--- config.mk ---
export PLATFORM = sky130hd
export DESIGN_NAME = chunked_addsub
export DESIGN_NICKNAME = d
export VERILOG_FILES = /design/src/rtl/addsub_pkg.sv /design/src/rtl/chunked_addsub_ripple_slice.sv /design/src/rtl/chunked_addsub.sv
export SDC_FILE = /design/constraint.sdc
export NUM_CORES = 1
export LEC_CHECK = 0
export BUFFER_PORTS_ARGS = -buffer_cell sky130_fd_sc_hd__buf_2
export CORE_MARGIN = 2
export CORE_UTILIZATION = 61
export CTS_CLUSTER_SIZE = 25
export DETAILED_ROUTE_END_ITERATION = 16
export MAX_ROUTING_LAYER = met4
export PLACE_DENSITY = 0.85
export SLEW_MARGIN = 20
export SYNTH_ARGS = -nofsm -noshare
export SYNTH_HDL_FRONTEND = slang
export SYNTH_SLANG_ARGS = --single-unit
--- constraint.sdc ---
create_clock -name clk -period 16.4 [get_ports clk]
set_input_delay 1.64 -clock clk [delete_from_list [all_inputs] [get_ports clk]]
set_output_delay 1.64 -clock clk [all_outputs]
set_load 0.01 [all_outputs]
--- src/rtl/addsub_pkg.sv ---
// Shared types and elaboration helpers for the chunked adder/subtractor.
package addsub_pkg;

    typedef enum logic [1:0] {
        IDLE = 2'd0,
        RUN  = 2'd1,
        DONE = 2'd2
    } state_t;

    function automatic int slices(input int n, input int w);
        if (w < 1) begin
            return 1;
        end
        return n / w;
    endfunction

    // Slice-index width, never narrower than one bit even when a single slice covers N.
    function automatic int idx_width(input int n, input int w);
        int sl;
        sl = slices(n, w);
        return (sl <= 1) ? 1 : $clog2(sl);
    endfunction

endpackage

--- src/rtl/chunked_addsub_ripple_slice.sv ---
// W-bit ripple-carry slice assembled from full-adder cells; also exposes the
// carry into its top bit so the caller can derive signed overflow.
module full_adder (
    input  logic a,
    input  logic b,
    input  logic cin,
    output logic s,
    output logic cout
);
    assign s    = a ^ b ^ cin;
    assign cout = (a & b) | (cin & (a ^ b));
endmodule

module ripple_slice #(
    parameter int W = 8
) (
    input  logic [W-1:0] a,
    input  logic [W-1:0] b,
    input  logic         cin,
    output logic [W-1:0] s,
    output logic         cout,
    output logic         c_msb
);
    logic [W:0] c_s;

    assign c_s[0] = cin;

    for (genvar i = 0; i < W; i++) begin : g_bit
        full_adder u_fa (
            .a   (a[i]),
            .b   (b[i]),
            .cin (c_s[i]),
            .s   (s[i]),
            .cout(c_s[i+1])
        );
    end

    assign cout  = c_s[W];
    assign c_msb = c_s[W-1];
endmodule

--- src/rtl/chunked_addsub.sv ---
// Sequential N-bit add/subtract: one W-bit ripple slice is reused over N/W
// cycles, least-significant chunk first, behind valid/ready handshakes.
module chunked_addsub
    import addsub_pkg::*;
#(
    parameter int N = 32,
    parameter int W = 8
) (
    input  logic         clk,
    input  logic         rst_n,
    input  logic         in_valid,
    output logic         in_ready,
    input  logic [N-1:0] a,
    input  logic [N-1:0] b,
    input  logic         sub,
    output logic         out_valid,
    input  logic         out_ready,
    output logic [N-1:0] s,
    output logic         cout,
    output logic         ovf,
    output logic         zero
);
    localparam int SLICES = slices(N, W);
    localparam int IDX_W  = idx_width(N, W);
    localparam logic [IDX_W-1:0] LAST_K = IDX_W'(SLICES - 1);

    if ((W < 1) || (N % W != 0)) begin : g_bad_params
        $error("chunked_addsub: N must be a positive multiple of W");
    end

    state_t             state_r;
    logic [N-1:0]       opa_r;
    logic [N-1:0]       opb_r;
    logic [N-1:0]       res_r;
    logic               carry_r;
    logic [IDX_W-1:0]   k_r;

    logic [W-1:0]       slice_a_s;
    logic [W-1:0]       slice_b_s;
    logic [W-1:0]       slice_sum_s;
    logic               slice_cout_s;
    logic               slice_cmsb_s;
    logic [N-1:0]       res_next_s;

    // Select the active operand chunk and merge the slice sum into the result image.
    always_comb begin
        slice_a_s  = opa_r[int'(k_r)*W +: W];
        slice_b_s  = opb_r[int'(k_r)*W +: W];
        res_next_s = res_r;
        res_next_s[int'(k_r)*W +: W] = slice_sum_s;
    end

    ripple_slice #(.W(W)) u_slice (
        .a    (slice_a_s),
        .b    (slice_b_s),
        .cin  (carry_r),
        .s    (slice_sum_s),
        .cout (slice_cout_s),
        .c_msb(slice_cmsb_s)
    );

    // Handshake FSM, slice iteration and registered result/flag outputs.
    always_ff @(posedge clk) begin
        if (!rst_n) begin
            state_r   <= IDLE;
            in_ready  <= 1'b1;
            out_valid <= 1'b0;
            s         <= '0;
            cout      <= 1'b0;
            ovf       <= 1'b0;
            zero      <= 1'b0;
            k_r       <= '0;
            opa_r     <= '0;
            opb_r     <= '0;
            res_r     <= '0;
            carry_r   <= 1'b0;
        end else begin
            case (state_r)
                IDLE: begin
                    if (in_valid) begin
                        // Subtraction is a + ~b + 1: invert b here, seed the carry with sub.
                        opa_r    <= a;
                        opb_r    <= b ^ {N{sub}};
                        carry_r  <= sub;
                        k_r      <= '0;
                        in_ready <= 1'b0;
                        state_r  <= RUN;
                    end
                end
                RUN: begin
                    res_r   <= res_next_s;
                    carry_r <= slice_cout_s;
                    if (k_r == LAST_K) begin
                        s         <= res_next_s;
                        cout      <= slice_cout_s;
                        ovf       <= slice_cout_s ^ slice_cmsb_s;
                        zero      <= (res_next_s == '0);
                        out_valid <= 1'b1;
                        state_r   <= DONE;
                    end else begin
                        k_r <= k_r + IDX_W'(1);
                    end
                end
                DONE: begin
                    if (out_ready) begin
                        out_valid <= 1'b0;
                        in_ready  <= 1'b1;
                        state_r   <= IDLE;
                    end
                end
                default: begin
                    out_valid <= 1'b0;
                    in_ready  <= 1'b1;
                    state_r   <= IDLE;
                end
            endcase
        end
    end
endmodule
Word-level counts from Yosys, hierarchy flattened
Cells that the tools add are included.
{"block": "classes", "n_eq_ne": 7, "addsub": 2, "muxes": 16, "n_bitwise": 44, "shifts": 4, "n_reduce_logical": 10}
{"cell": "variable part select 32 x 6 -> 8 bit", "count": 2}
{"cell": "negator 5 -> 33 bit", "count": 1}
{"cell": "variable shift 8 x 33 -> 32 bit, first input constant", "count": 1}
{"cell": "variable part select 8 x 33 -> 32 bit", "count": 1}
{"cell": "bitwise mux 32 bit", "count": 1}
{"cell": "zero test 32 bit", "count": 1}
{"cell": "XOR 32 bit", "count": 1}
{"cell": "XOR 1 bit", "count": 17}
{"cell": "bitwise AND 1 bit", "count": 16}
{"cell": "AND reduction 3 bit", "count": 4}
{"cell": "2-to-1 mux 2 bit", "count": 5}
{"cell": "inequality test 2 bit, second input constant", "count": 4}
{"cell": "bitwise OR 1 bit", "count": 8}
{"cell": "one-hot mux 1 bit (3 select lines)", "count": 2}
{"cell": "one-hot mux 2 bit (3 select lines)", "count": 1}
{"cell": "AND reduction 2 bit", "count": 3}
{"cell": "2-to-1 mux 1 bit", "count": 5}
{"cell": "== test 2 bit, second input constant", "count": 2}
{"cell": "one-hot mux 2 bit (2 select lines)", "count": 1}
{"cell": "adder 2 x 1 -> 2 bit, second input constant", "count": 1}
{"cell": "== test 2 x 1 -> 1 bit, second input constant", "count": 1}
{"cell": "zero test 2 bit", "count": 1}
{"cell": "inverter 1 bit", "count": 2}
{"cell": "one-hot mux 1 bit (2 select lines)", "count": 1}
{"cell": "nonzero test 2 bit", "count": 1}
{"block": "totals", "elab_cells": 95, "regBits": 138, "output_inout_bits": 37}

Logic depth before layout (Yosys ltp)
{"block": "depth", "word_depth": 20, "mapped_depth": 20, "depth_no_buf": 17}

Modules after synthesis
From an unflattened synthesis, not the netlist that was laid out.
{"block": "unflattened", "hier_cells": 684, "area_unflattened_um2": 6195.9}
{"module": "chunked_addsub", "area_per_inst_um2": 6035.8, "cells_per_inst": 676, "instances": 1}
{"module": "full_adder", "area_per_inst_um2": 20.0, "cells_per_inst": 1, "instances": 8}

Least setup slack after synthesis
OpenSTA, ideal clock, no wires.
{"block": "synth_path", "kind": "register -> register", "from": "reg k_r[1]", "to": "reg zero", "path_stages_with_launch": 18, "arrival_time_ns": 5.147, "synth_period_minus_slack_ns": 5.231, "setup_slack_ns": 11.169, "t_required_ns": 16.316, "setup_ns": 0.084, "cell_sequence": "dfxtp_1 buf_2 clkbuf_1 mux4_2 inv_1 fa_1 fa_1 fa_1 fa_1 fa_1 inv_1 fa_1 inv_1 fa_1 fa_1 a21oi_2 or4b_1 o31ai_2"}
{"block": "synth_via", "elab_chain_cells": 20, "word_cells_on_any_way": 46, "classes_between": "add/sub (1); eq/ne (1); shift (4); mux (1); bitwise (37); reduce/logical (2)"}
{"element": "from (decl)", "line": "chunked_addsub.sv:36", "source": "logic [IDX_W-1:0] k_r;"}
{"element": "from (signal assigned)", "line": "chunked_addsub.sv:101", "source": "k_r <= k_r + IDX_W'(1);"}
{"element": "variable part select 32 x 6 -> 8 bit, on equally long branches", "line": "chunked_addsub.sv:47, chunked_addsub.sv:48"}
{"element": "XOR 1 bit", "line": "chunked_addsub_ripple_slice.sv:10, chunked_addsub_ripple_slice.sv:11"}
{"element": "bitwise AND 1 bit", "line": "chunked_addsub_ripple_slice.sv:11", "source": "assign cout = (a & b) | (cin & (a ^ b));"}
{"element": "bitwise OR 1 bit", "line": "chunked_addsub_ripple_slice.sv:11"}
{"element": "bitwise AND 1 bit", "line": "chunked_addsub_ripple_slice.sv:11"}
{"element": "bitwise OR 1 bit", "line": "chunked_addsub_ripple_slice.sv:11"}
{"element": "bitwise AND 1 bit", "line": "chunked_addsub_ripple_slice.sv:11"}
{"element": "bitwise OR 1 bit", "line": "chunked_addsub_ripple_slice.sv:11"}
{"element": "(+4 left out)"}
{"element": "bitwise AND 1 bit", "line": "chunked_addsub_ripple_slice.sv:11"}
{"element": "bitwise OR 1 bit", "line": "chunked_addsub_ripple_slice.sv:11"}
{"element": "bitwise AND 1 bit", "line": "chunked_addsub_ripple_slice.sv:11"}
{"element": "bitwise OR 1 bit", "line": "chunked_addsub_ripple_slice.sv:11"}
{"element": "XOR 1 bit", "line": "chunked_addsub_ripple_slice.sv:10", "source": "assign s = a ^ b ^ cin;"}
{"element": "variable part select 8 x 33 -> 32 bit", "line": "chunked_addsub.sv:50", "source": "res_next_s[int'(k_r)*W +: W] = slice_sum_s;"}
{"element": "bitwise mux 32 bit", "line": "chunked_addsub.sv:50"}
{"element": "zero test 32 bit", "line": "chunked_addsub.sv:97", "source": "zero <= (res_next_s == '0);"}
{"element": "to (signal assigned)", "line": "chunked_addsub.sv:97"}
{"element": "to (decl)", "line": "chunked_addsub.sv:21", "source": "output logic zero"}
Several ways; a longest one is shown, not always the timed one.
A chain may end at the register's enable or synchronous reset.

Worst setup path after layout
{"block": "layout_path", "from": "reg k_r[0]", "to": "reg zero"}
Same word-level chain as after synthesis.

==> key figures <==
Placed design
  – Cell count after placement: around 910
  – HPWL after detailed placement: between 10 and 15 mm
  – Post-place instance area: just under 7000 sq um
  – Weighted congestion reported at the end of routability-driven placement: 0.936
  – Number of port buffers: 105

Pwr
  – Total net switching power: 220 uW
  – Fraction of power consumed by sequential logic: 0.425
  – Leak: approximately 0.0029 uW
  – Total power density per cell area: ~120 nW/um^2
  – Internal Pwr Total: roughly 640 uW
  – Share of total power consumed by net switching: 0.255
  – Worst vdd rail ir drop: about 67 uV
  – Power share of the clock group: 0.434
  – Combinational fraction of design power: 0.141

Floorplanning
  – Ports: around 110
  – Die width: roughly 110 um
  – Floorplan die area: approximately 11000 sq um
  – Core area: 10200 sq um
  – Number of core rows: 37
  – Starting Density: 0.617
  – Die extent in y: roughly 110 um

Final layout
  – Final core utilization: 0.722
  – # nets final: between 800 and 900
  – Antenna diode count: 0
  – Post-layout instance area: approximately 7400 sq um
  – Layout area overhead: 17.0%
  – Fillers: 777
  – Most common cell after layout, fill and taps aside: nor2_1
  – Post-Layout Cell Count: ~940
  – Layout cell share with drive strength beyond 1: 0.208
  – Most used cells in the layout excluding fill and tap cells: 141 x nor2_1, 138 x dfxtp_1, 105 x buf_2, 73 x a211oi_1, 69 x nand2_1

Global routing
  – Grt ovf: 0
  – GR Util All Layers: 0.289
  – Vias in the first global route: ~5200
  – Maximum number of pins on one net before global-route repair: 99
  – Wire length of the first global-routing pass: between 20 and 25 mm
  – Initial antenna violation count: 0

CTS
  – TritonCTS sink count: 138
  – Clock tree from TritonCTS: yes
  – CTS root buf: clkbuf_8
  – Quantity of hold-fixing buffers added after cts: 0
  – Total setup buffers inserted after CTS: 0
  – Number of resized instances in the post-cts repair step: 0
  – Insertion delay of the later-clocked pin in the worst-skew pair: around 0.53 ns
  – Clock-pin slew on the worst setup and hold paths: 0.06 ns
  – TritonCTS Buffers: 17
  – Maximum level of the CTS H-tree: 4
  – Clock Tree Buf Depth: 2

Logic synthesis
  – Asr flop ratio synth: 0
  – Most instantiated flip-flop cell in the synthesis netlist: dfxtp_1
  – Syn Area/Cell: 8.71 sq um
  – Number of synthesis warnings: 0
  – Number of enable-type register cells in the synthesized netlist: 0
  – Flops & latches, synth: about 140
  – Netlist Area Pre-Place: between 6000 and 7000 sq um
  – Synth Instances: between 700 and 800
  – Part of the Yosys area used for sequential elements: 0.439
  – Mapped Nets: 805
  – Cell variety after synth: 46

Worst setup path
  – Worst path cell trace: buf_4, mux4_2, inv_1, fa_1, fa_1, fa_1, fa_1, fa_1, inv_1, fa_1, inv_1, fa_1, fa_1, a21oi_2, or4b_1, o31ai_2
  – Standard cell with the maximum stage delay on the critical path: fa_1
  – Crit Reg-Reg Startpoint: k_r[0]
  – Launch point of the critical path: k_r[0]
  – CP Data Required Time: 16.84 ns
  – Critical path fanouts, max: 20
  – Slowest cell delay on critical path: 0.68 ns
  – Cell repeated most along the worst path: fa_1
  – Type of element launching the critical path: flop
  – Critical path data arrival time: between 6 and 7 ns
  – R2R cell count: 16
  – Worst Path Class, Setup: reg2reg
  – CP endpoint kind: flop

Timing
  – Least-Margin Pin Slew: 1.01 ns
  – Number of max-slew violations in the final report: 0
  – Part of the cycle the worst path needs: 0.344
  – Skew final: roughly 0.0093 ns
  – Achievable frequency: about 0.18 GHz
  – Crit path time final: roughly 5.6 ns
  – Total negative slack for setup checks: 0 ns
  – Worst slew slack as a fraction of its limit: 0.327
  – Setup repair after global routing missed its margin: false
  – Number of endpoints failing setup at the final stage: 0
  – Final Hold Slack: roughly 0.46 ns
  – Final-report hold violation count: 0

Detailed routing
  – Number of vias per cell: 5.78
  – Vias post-DR: 5451
  – Antenna Violating Nets Remaining: 0
  – Final WL: roughly 15 mm
  – Number of optimization iterations in the first detailed-route pass: 5
  – Mean routed wirelength per cell: ~16 um
  – DRC violations left: 0
  – Detailed Route Iter0 Violations: 330

Flow run
  – Reported max-cap violation count: 0

Status
  – Outcome: finished, final reports clean

Hold path
  – Origin of the worst min-delay path: opa_r[21]
  – Worst hold path depth: 2
  – HP Class: reg2reg
## kinds of logic (layout without fill, tap and decap cells)
logic type                 count (synthesis)  count (layout)  synth area share
and+or+nand+nor                          263             263             0.182
AOI/OAI and AO/OA                        153             153             0.165
DFF                                      138             138             0.439
buffers and inverters                    101             186            0.0667
xor gates and xnor gates                  33              33            0.0460
muxes                                     20              20            0.0637
adders and majority gates                 14              14            0.0374
## synth_stat cells (6+ instances only)
cell type | number | area [sq um]
a211oi_1 | 73 | 548
a21oi_1 | 44 | 220
buf_1 | 6 | 22.5
buf_2 | 17 | 85.1
clkbuf_1 | 32 | 120
dfxtp_1 | 138 | 2760
fa_1 | 8 | 160
ha_1 | 6 | 75.1
inv_1 | 39 | 146
mux4_2 | 16 | 360
nand2_1 | 69 | 259
nor2_1 | 141 | 529
nor3_1 | 26 | 130
o22ai_1 | 15 | 93.8
o2bb2ai_1 | 6 | 52.6
xnor2_1 | 33 | 289
## power groups by stage
stage / Sequential (uW) / Combinational, uW / Clock (uW)
after floorplan: 368 / 89.8 / 0
after global placement: 372 / 115 / 0
after detailed placement: 373 / 119 / 0
after CTS: 367 / 120 / 379
after global routing: 369 / 133 / 393
final: 367 / 121 / 375
## area by class of cell
| class | instances | area [sq um] | area share |
|---|---|---|---|
| clock buffer | 24 | 460 | 0.0626 |
| clock inverter | 8 | 118 | 0.0160 |
| multi-input combinational | 483 | 3110 | 0.423 |
| timing repair buffer | 112 | 578 | 0.0786 |
| tap | 136 | 170 | 0.0231 |
| sequential | 138 | 2760 | 0.376 |
| inverter | 42 | 159 | 0.0216 |
## metrics by stage
stage	setup WS, ns	power [uW]
2_1_floorplan	11.17	458
3_3_place_gp	10.97	487
3_5_place_dp	10.79	492
4_1_cts	10.75	866
5_1_grt	10.47	895
6_report	10.75	863
## critical path, delay by kind of cell, from the launching register on
kind            cells  cell delay [ns]
mux                 1             0.27
simple gates        1             0.49
fa+ha+maj           8             3.27
compound gates      2             0.30
flops               1             0.67
buf+inv             4             0.56
## metal layers
layer	track usage	up-vias	share of wire
li1	-	2632	-
met1	0.332	2541	0.39
met4	0.127	0	0.030
met5	-	-	0
met2	0.486	231	0.52
met3	0.0625	47	0.060
## state kept, by name, indices dropped and copies added, names as in the netlist
signal and count:
opb_r 32, s 32, state_r 2, out_valid 1, opa_r 32, zero 1
res_r 32, carry_r 1, ovf 1, in_ready 1, k_r 2, cout 1
## path summary, 6_finish.rpt
kind / end / slack, ns
max: zero / 10.75
min: opa_r[21] / 0.46
max reg2reg: zero / 10.75
min reg2reg: opa_r[21] / 0.46
Note: power is estimated with default switching activity, not from simulation.
